**src/rtl/wb_arbiter.sv**
```systemverilog
`default_nettype none
// ============================================================================
// Module      : wb_arbiter
// Description : Two-source writeback arbiter driving the integer register file
//               write port, with a registered output stage and a pending-write
//               scoreboard used by the issue stage for hazard stalls.
// Revision    : 1.0 - initial release
// ============================================================================
module wb_arbiter #(
  parameter int FIXED_PRIO = 0
) (
  input  logic        clk,
  input  logic        rst,
  input  logic        sb_set_en,
  input  logic [4:0]  sb_set_dst,
  input  logic        wb0_valid,
  output logic        wb0_ready,
  input  logic [4:0]  wb0_dst,
  input  logic [63:0] wb0_data,
  input  logic        wb1_valid,
  output logic        wb1_ready,
  input  logic [4:0]  wb1_dst,
  input  logic [63:0] wb1_data,
  output logic        rf_wen,
  output logic [4:0]  rf_wdst,
  output logic [63:0] rf_wdata,
  output logic [31:0] sb_busy
);

  // 1 = source 1 is favoured on the next contested cycle
  logic        r_rr_pref;

  logic        w_contest;
  logic        w_pick0;
  logic        w_grant0;
  logic        w_grant1;
  logic        w_accept;
  logic [4:0]  w_acc_dst;
  logic [63:0] w_acc_data;
  logic [31:0] w_clr_mask;
  logic [31:0] w_set_mask;
  logic [31:0] w_busy_next;

  // Grant selection, accepted-write mux and next scoreboard value
  always_comb begin
    w_contest  = wb0_valid && wb1_valid;
    w_pick0    = (FIXED_PRIO != 0) || !r_rr_pref;
    // A lone valid source always wins, so some source is granted whenever any is valid
    w_grant0   = wb0_valid && (!wb1_valid || w_pick0);
    w_grant1   = wb1_valid && !w_grant0;
    w_accept   = w_grant0 || w_grant1;
    w_acc_dst  = w_grant1 ? wb1_dst  : wb0_dst;
    w_acc_data = w_grant1 ? wb1_data : wb0_data;

    // Clear follows the accept (bypass from rf_w* covers the commit gap);
    // applying set after clear makes a same-register set win.
    w_clr_mask  = w_accept ? (32'd1 << w_acc_dst) : 32'd0;
    w_set_mask  = (sb_set_en && (sb_set_dst != 5'd0)) ? (32'd1 << sb_set_dst) : 32'd0;
    w_busy_next = (sb_busy & ~w_clr_mask) | w_set_mask;
    w_busy_next[0] = 1'b0;
  end

  assign wb0_ready = w_grant0;
  assign wb1_ready = w_grant1;

  // Round-robin pointer, registered write port and scoreboard state
  always_ff @(posedge clk) begin
    if (rst) begin
      r_rr_pref <= 1'b0;
      rf_wen    <= 1'b0;
      rf_wdst   <= 5'd0;
      rf_wdata  <= 64'd0;
      sb_busy   <= 32'd0;
    end else begin
      // Pointer moves only when both sources competed
      if (w_contest) begin
        r_rr_pref <= w_grant0;
      end
      // Writes to x0 complete the handshake but never reach the register file
      rf_wen <= w_accept && (w_acc_dst != 5'd0);
      if (w_accept) begin
        rf_wdst  <= w_acc_dst;
        rf_wdata <= w_acc_data;
      end
      sb_busy <= w_busy_next;
    end
  end

endmodule
`default_nettype wire

```
**config.mk**
```make
export PLATFORM = sky130hd
export DESIGN_NAME = wb_arbiter
export DESIGN_NICKNAME = d
export VERILOG_FILES = /design/src/rtl/wb_arbiter.sv
export SDC_FILE = /design/constraint.sdc
export NUM_CORES = 1
export LEC_CHECK = 0
export CAP_MARGIN = 20
export CORE_AREA = 2 2 107 109
export CTS_BUF_LIST = sky130_fd_sc_hd__clkbuf_4 sky130_fd_sc_hd__clkbuf_8
export CTS_CLUSTER_SIZE = 30
export DETAILED_ROUTE_END_ITERATION = 12
export DIE_AREA = 0 0 109 111
export PLACE_DENSITY_LB_ADDON = 0.15
export SLEW_MARGIN = 20
export SYNTH_ARGS = -nofsm -noshare
export SYNTH_HDL_FRONTEND = slang
export SYNTH_SLANG_ARGS = --single-unit
```
**constraint.sdc**
```tcl
create_clock -name clk -period 2.42 [get_ports clk]
set_clock_uncertainty 0.05 [all_clocks]
set_input_delay 0.605 -clock clk [delete_from_list [all_inputs] [get_ports clk]]
set_output_delay 0.605 -clock clk [all_outputs]
set_load 0.01 [all_outputs]
```
; ---- Word-level counts from Yosys, hierarchy flattened
; Index checks and enable logic that the tools add are counted.
[word_totals]
regBits = 103
input_bits = 148
[classes]
n_shift = 2
mux = 4
n_bitwise = 3
n_reduce_logical = 12
[ops]
columns = op, n
row1 = 32-bit two-way mux, 2
row2 = 64-bit two-way mux, 1
row3 = "1-bit by 5-bit << shifter with 32-bit output, first input constant", 2
row4 = 32-bit AND, 1
row5 = 32-bit NOT, 1
row6 = 32-bit bitwise OR, 1
row7 = 5-bit nonzero test, 2
row8 = 1-bit logical AND, 5
row9 = 5-bit two-way mux, 1
row10 = 1-bit logical NOT, 3
row11 = 1-bit logical OR, 2

; ---- Logic depth before layout (Yosys ltp)
; Gate-level depths: netlist (run 1).
[logic_depth]
depth_word = 11
depth_mapped = 7
mapped_depth_nobuf = 5

; ---- Least setup slack after synthesis (run 1)
; OpenSTA, ideal clock, no wires.
[synth_path]
path_type = input to register
from = in wb1_valid
to = reg sb_busy[5]
setup_time_ps = 135
arrival_time_ps = 1738
required_time_ps = 2235
path_slack_ps = 498
cell_stages = 6
path_buffers = 2
path_cell_list = buf_4 > a21boi_1 > a32o_1 > buf_2 > a21boi_1 > a311oi_1
[synth_between]
elab_chain_cells = 11
word_cells_on_any_way = 12
cone_classes = shift: 1 / mux: 2 / bitwise: 3 / reduce/logical: 6
[synth_rtl]
columns = element, line
row1 = start: declaration, 20  ; input logic wb1_valid,
row2 = 1-bit logical NOT *, 49  ; w_grant0 = wb0_valid && (!wb1_valid || w_pick0);
row3 = 1-bit logical OR *, 49
row4 = 1-bit logical AND *, 49
row5 = named net wb0_ready, 17  ; output logic wb0_ready,
row6 = 1-bit logical NOT, 50  ; w_grant1 = wb1_valid && !w_grant0;
row7 = 1-bit logical AND, 50
row8 = 5-bit two-way mux, 52  ; w_acc_dst = w_grant1 ? wb1_dst : wb0_dst;
row9 = 1-bit by 5-bit << shifter with 32-bit output, 57  ; w_clr_mask = w_accept ? (32'd1 << w_acc_dst) : 32'd0;
row10 = 32-bit two-way mux *, 57
row11 = 32-bit NOT *, 59  ; w_busy_next = (sb_busy & ~w_clr_mask) | w_set_mask;
row12 = 32-bit AND *, 59
row13 = 32-bit bitwise OR *, 59
row14 = end signal: assignment, 85  ; sb_busy <= w_busy_next;
row15 = end: declaration, 27  ; output logic [31:0] sb_busy
; Mark *: on every way through the listed nets, which the timed path passes. The rest lies on a longest branch.
; A chain may end at the register's enable or synchronous reset.

; ---- Worst setup path in the final report (run 1)
[layout_path]
from = in wb0_valid
to = out wb1_ready
[layout_between]
elab_chain_cells = 3
[layout_rtl]
columns = element, line
row1 = start: declaration, 16  ; input logic wb0_valid,
row2 = 1-bit logical AND, 49
row3 = 1-bit logical NOT, 50
row4 = 1-bit logical AND, 50
row5 = end: declaration, 21  ; output logic wb1_ready,
; No other way between the ends.

==> results of run 1 <==
==> how the worst max path moves through the flow <==
| stage | start | to | slack (ns) | cells past startpoint |
|---|---|---|---|---|
| 2_1_floorplan | wb1_valid | sb_busy[5]$_SDFF_PP0_ | 0.50 | 6 |
| 3_3_place_gp | wb1_valid | wb0_ready | -0.17 | 3 |
| 3_5_place_dp | wb1_valid | wb0_ready | -0.20 | 3 |
| 4_1_cts | wb1_valid | wb0_ready | 0.08 | 3 |
| 5_1_grt | wb0_valid | wb1_ready | 0.03 | 5 |
| 6_report | wb0_valid | wb1_ready | 0.1 | 5 |
==> worst register-to-register path, cell delays in order (launching register included) <==
cell and delay, ns:
dfxtp_1 0.35, nand2b_1 0.20, nand2_4 0.08, buf_4 0.22, buf_4 0.42, mux2i_1 0.26
o21ai_1 0.08
==> sequential cells by signal, summed over array words and instances, names as in the netlist <==
signal / cells
r_rr_pref: 1
rf_wdata: 64
rf_wdst: 5
rf_wen: 1
sb_busy: 31
==> routing by layer <==
layer / wire [um] / vias to the layer above / track usage, %
met5: 0 / - / 0
met4: 331 / 0 / 7.95
met3: 1180 / 23 / 7.23
met2: 7850 / 188 / 43.6
met1: 5910 / 2258 / 29.6
li1: - / 2441 / -
==> Yosys cell counts, drive strengths merged (2+ instances only) <==
| cell | n | area share [%] |
|---|---|---|
| inv | 9 | 0.72 |
| and4b | 2 | 0.43 |
| nand2 | 106 | 8.6 |
| nor3 | 6 | 0.86 |
| nor3b | 4 | 0.96 |
| a311oi | 27 | 5.1 |
| or2 | 2 | 0.27 |
| a21oi | 37 | 4.0 |
| o41ai | 2 | 0.37 |
| a211oi | 2 | 0.32 |
| a21boi | 4 | 0.72 |
| o21ai | 76 | 8.1 |
| nand3 | 4 | 0.43 |
| o211ai | 2 | 0.32 |
| clkbuf | 29 | 2.4 |
| nand2b | 2 | 0.27 |
| o31ai | 2 | 0.32 |
| nor2b | 6 | 0.80 |
| a221oi | 2 | 0.37 |
| dfxtp | 102 | 44 |
| and2 | 3 | 0.40 |
| mux2i | 68 | 15 |
| a41oi | 3 | 0.56 |
| a22oi | 2 | 0.32 |
| buf | 17 | 2.5 |
| nand4 | 6 | 0.80 |
| nor2 | 7 | 0.56 |
==> kinds of logic after synthesis <==
logic type | share of synthesized area, %
AOI/OAI and AO/OA | 21.4
and+or+nand+nor | 14.6
DFF | 43.7
muxes | 14.6
buffers and inverters | 5.59
xor gates and xnor gates | 0.187
other | 0.0802
==> where the power goes <==
group	switching, mW	internal (mW)	leakage, nW
logic	0.411	0.561	2.12
clock network	0.584	0.400	0.0905
registers	0.0512	1.78	0.840
total	1.05	2.74	3.05
==> area by class of cell <==
cell class                      count  area, um^2  share of cell area, %
Inverter                            9        33.8                  0.440
Multi-Input combinational cell    382        2400                   31.2
Clock buffer                       11         139                   1.81
Tap cell                          143         179                   2.33
Sequential cell                   102        2040                   26.6
Timing Repair Buffer              291        2860                   37.2
Clock inverter                      5        35.0                  0.456
==> results.sh, run 1 <==
export IMPL_port_buffer_count=250
export IMPL_critPathCaptureType="primary output"
export IMPL_start_util_pct=42.2
export IMPL_pin_count=252
export IMPL_diodes=0
export IMPL_dp_cells=927
export IMPL_clockRootBuffer="clkbuf_8"
export IMPL_period_needed_ns=2.32
export IMPL_setup_violations_final=0
export IMPL_via_count=4910
export IMPL_synthFlopType="dfxtp_1"
export IMPL_grt_max_degree=40
export IMPL_grt_pass1_vias=4869
export IMPL_post_dp_hpwl_um=12000
export IMPL_nNetsFinal=943
export IMPL_detail_route_antenna_nets=0
export IMPL_hold_viol=0
export IMPL_rows=39
export IMPL_ys_types=42
export IMPL_cts_buffers=9
export IMPL_drtIter0Drc=263
export IMPL_cp_slowest_stage_delay_ns=0.52
export IMPL_critPathRequiredTime_ns=1.76
export IMPL_synth_nets=687
export IMPL_synth_enable_flop_cells=0
export IMPL_wire_per_inst_um=16.2
export IMPL_fp_dieArea_um2=12100
export IMPL_cts_sinks=102
export IMPL_synth_warnings=0
export IMPL_fin_cells=943
export IMPL_grt_pass1_wl_um=24100
export IMPL_cts_setup_buffers=0
export IMPL_cp_start_kind="input pin"
export IMPL_ctsResizeCount=2
export IMPL_h_tree_depth=3
export IMPL_synth_cells=539
export IMPL_tightest_slew_ns=0.574
export IMPL_power_leakage_nw=3.05
export IMPL_slowest_stage="clkdlybuf4s50_1"
export IMPL_power_total_mw=3.79
export IMPL_worst_slack_ns=0.0957
export IMPL_reg2reg_slack_ns=0.64
export IMPL_path_clk_slew_ns=0.09
export IMPL_final_cell_mix="248 x clkdlybuf4s50_1, 105 x nand2_1, 102 x dfxtp_1"
export IMPL_fillers=933
export IMPL_r2r_cells=6
export IMPL_rsz0062_at_grt="false"
export IMPL_fin_crit_sh_pct=96.0
export IMPL_path_buf_inv=3
export IMPL_grt_overflow=0
export IMPL_p_per_area_nw_per_um2=493
export IMPL_syn_cell_area_um2=4680
export IMPL_cts_tree="built"
export IMPL_pre_cts_ws_ns=-0.199
export IMPL_crit_family="buffers and inverters"
export IMPL_area_growth_pct=64.3
export IMPL_antenna_found_initial=0
export IMPL_ys_seq_area_share_pct=43.7
export IMPL_path_cells="clkdlybuf4s50_1 -> nand2b_1 -> nand2_4 -> inv_1 -> dlygate4sd2_1"
export IMPL_ys_async_sr_fraction_pct=0
export IMPL_ys_seq_elements=102
export IMPL_timing_rr_start="r_rr_pref$_SDFFE_PP0P_"
export IMPL_rr_endpoint="rf_wdata[31]$_SDFFE_PP0P_"
export IMPL_timing_slew_headroom_pct=61.4
export IMPL_final_area_um2=7680
export IMPL_clock_latency_ns=0.35
export IMPL_tns_ns=0
export IMPL_critPathArrivalTime_ns=1.67
export IMPL_slew_violations=0
export IMPL_hold_class="reg -> reg"
export IMPL_critical_path_class="in -> out"
export IMPL_vdd_drop_max_v=0.000358
export IMPL_clockBufferDepth=2
export IMPL_post_route_util_pct=69.4
export IMPL_gp_congestion=0.897
export IMPL_drive_gt1_share_pct=8.25
export IMPL_fp_dieH_um=111
export IMPL_core_um2=11100
export IMPL_outcome="finished clean"
export IMPL_cp_max_fo=4
export IMPL_hp_start="rf_wdata[16]$_SDFFE_PP0P_"
export IMPL_track_usage_pct=25.2
export IMPL_worstHoldPathCells=2
export IMPL_routed_wl_um=15300
export IMPL_dieWidth_um=109
export IMPL_avgSynthCellArea_um2=8.68
export IMPL_final_common_cell="clkdlybuf4s50_1"
export IMPL_place_area_um2=7510
export IMPL_fmax_mhz=430
export IMPL_firstDrtPassIters=5
export IMPL_drcViolationCount=0
export IMPL_holdPathEnd="rf_wdata[16]$_SDFFE_PP0P_"
export IMPL_viasPerCell=5.21
export IMPL_cts_hold_buffers=0
export IMPL_holdWs_ns=0.397
export IMPL_cap_violations=0
Note: power is estimated with default switching activity, not from simulation.
==> run 2: changes to the inputs <==
TNS_END_PERCENT = 30   (was unset)
==> results of run 2 <==
No change in the layout: final DEF, timing and power equal those of run 1.
==> run 3: changes to the inputs <==
CORE_AREA = 2 2 127 92   (was 2 2 107 109)
DIE_AREA = 0 0 129 94   (was 0 0 109 111)
SETUP_SLACK_MARGIN = 0.15   (was unset)
SLEW_MARGIN = 40   (was 20)
==> run 3 against run 2 <==
  * Total power up 1.8%
  * Register-to-register slack got worse by 0.16 ns
  * Global-route usage fell by 0.19 points
  * Critical path depth stayed put
  * Highest routed layer unchanged
==> results.sh, run 3 (same netlist as run 1, synthesis figures left out) <==
export IMPL_grt_pass1_vias=4844
export IMPL_cts_hold_buffers=0
export IMPL_pre_cts_ws_ns=-0.184
export IMPL_largest_reg_flops=64
export IMPL_nNetsFinal=949
export IMPL_critPathRequiredTime_ns=1.76
export IMPL_path_buf_inv=3
export IMPL_critPathArrivalTime_ns=1.40
export IMPL_area_growth_pct=65.8
export IMPL_grt_pass1_wl_um=24000
export IMPL_firstDrtPassIters=6
export IMPL_drtIter0Drc=468
export IMPL_pin_count=252
export IMPL_cp_depth=5
export IMPL_clockBufferDepth=2
export IMPL_final_cell_mix="246 x clkdlybuf4s50_1, 105 x nand2_1, 102 x dfxtp_1"
export IMPL_fmax_mhz=485
export IMPL_grt_max_degree=48
export IMPL_routed_wl_um=15500
export IMPL_clock_latency_ns=0.35
export IMPL_diodes=0
export IMPL_dieWidth_um=129
export IMPL_path_clk_slew_ns=0.08
export IMPL_fp_dieH_um=94
export IMPL_viasPerCell=5.24
export IMPL_period_needed_ns=2.06
export IMPL_port_buffer_count=250
export IMPL_cts_buffers=9
export IMPL_vdd_drop_max_v=0.000316
export IMPL_crit_family="buffers and inverters"
export IMPL_critPathCaptureType="primary output"
export IMPL_fp_dieArea_um2=12100
export IMPL_post_dp_hpwl_um=12200
export IMPL_fin_crit_sh_pct=85.1
export IMPL_slew_violations=0
export IMPL_slowest_stage="dlygate4sd2_1"
export IMPL_tightest_slew_ns=0.493
export IMPL_power_frac_clock_pct=27.0
export IMPL_reg_largest_list="rf_wdata (64), sb_busy (31), rf_wdst (5)"
export IMPL_drive_gt1_share_pct=8.94
export IMPL_cap_violations=0
export IMPL_drcViolationCount=0
export IMPL_worstHoldPathCells=2
export IMPL_grt_overflow=0
export IMPL_timing_slew_headroom_pct=66.7
export IMPL_core_um2=10900
export IMPL_regMostFlops="rf_wdata"
export IMPL_setup_violations_final=0
export IMPL_start_util_pct=43.1
export IMPL_cp_start_kind="input pin"
export IMPL_critical_path_class="in -> out"
export IMPL_p_per_area_nw_per_um2=497
export IMPL_holdWs_ns=0.399
export IMPL_hold_class="reg -> reg"
export IMPL_p_int_mw=2.83
export IMPL_track_usage_pct=25.0
export IMPL_cts_tree="built"
export IMPL_path_cells="dlygate4sd2_1 -> nand2b_1 -> nand2_4 -> inv_1 -> dlygate4sd2_1"
export IMPL_wire_per_inst_um=16.2
export IMPL_rsz0062_at_grt="false"
export IMPL_crit_path_frequent_cell="dlygate4sd2_1"
export IMPL_h_tree_depth=3
export IMPL_detail_route_antenna_nets=0
export IMPL_antenna_found_initial=0
export IMPL_cp_max_fo=3
export IMPL_via_count=5023
export IMPL_seqPwrFrac_pct=47.5
export IMPL_power_leakage_nw=3.10
export IMPL_rows=32
export IMPL_outcome="finished clean"
export IMPL_p_comb_share_pct=25.5
export IMPL_switching_share_pct=26.6
export IMPL_worst_slack_ns=0.360
export IMPL_hold_viol=0
export IMPL_gp_congestion=0.875
export IMPL_cts_sinks=102
export IMPL_p_sw_mw=1.02
export IMPL_cp_slowest_stage_delay_ns=0.26
export IMPL_clockRootBuffer="clkbuf_8"
export IMPL_final_common_cell="clkdlybuf4s50_1"
export IMPL_r2r_cells=7
==> run 3: changes by cell type in the layout (fill, tap and decap cells not counted), sizes merged <==
| cell | change |
|---|---|
| clkinv | -2 |
| clkbuf | +2 |
| clkinvlp | -1 |
| buf | +6 |
| dlygate4sd2 | +1 |
| dlymetal6s2s | +1 |
| clkdlybuf4s50 | -2 |
==> run 3: power by group through the flow <==
stage	Sequential [mW]	Clock [mW]	Combinational [mW]
floorplan	1.91	0	0.339
global placement	1.87	0	0.967
detailed placement	1.87	0	0.982
CTS	1.83	1.07	0.985
global route	1.85	1.13	1.06
finish	1.83	1.04	0.984
==> run 3: final cells by class <==
type / instances / area (um^2)
Clock buffer: 13 / 179
Multi-Input combinational cell: 382 / 2400
Tap cell: 153 / 191
Clock inverter: 2 / 13.8
Sequential cell: 102 / 2040
Fill cell: 850 / 3100
Timing Repair Buffer: 297 / 2900
Inverter: 9 / 33.8
==> run 3: worst register-to-register path, stage by stage (launching register included) <==
cell and delay (ns):
dfxtp_1 0.43, nand2b_1 0.21, buf_4 0.13, buf_4 0.16, a32oi_2 0.18, buf_4 0.18
nor3b_2 0.32, a311oi_1 0.16
==> run 3: final timing paths <==
kind	slack (ns)	from	end
worst max-delay path	0.36	wb0_valid	wb1_ready
worst min-delay path	0.40	rf_wdata[14]$_SDFFE_PP0P_	rf_wdata[14]$_SDFFE_PP0P_
worst max register to register	0.48	r_rr_pref$_SDFFE_PP0P_	sb_busy[25]$_SDFF_PP0_
worst min register to register	0.40	rf_wdata[14]$_SDFFE_PP0P_	rf_wdata[14]$_SDFFE_PP0P_
==> run 3: what timing repair did <==
action	4_1_cts	5_1_grt
setup buffers	1	0
cloned	0	0
setup endpoints to repair	2	21
resized for setup	4	2
==> run 3: routing by layer <==
layer	up-vias	track usage, %	wire length, um
li1	2450	-	-
met2	243	40.4	7240
met3	31	8.71	1550
met1	2299	31.3	6430
met4	0	8.24	323
met5	-	0	0
==> run 3: metrics by stage <==
| step | TNS (ns) | util, % | power [mW] | cell area [um^2] | cells |
|---|---|---|---|---|---|
| floorplan | 0 | - | 2.25 | 4680 | 539 |
| global placement | -1.77 | 69.6 | 2.83 | 7550 | 942 |
| detailed placement | -3.48 | 69.6 | 2.85 | 7550 | 942 |
| CTS | 0 | 71.4 | 3.89 | 7750 | 958 |
| global route | 0 | 71.5 | 4.03 | 7750 | 958 |
| finish | 0 | 71.5 | 3.86 | 7750 | 958 |
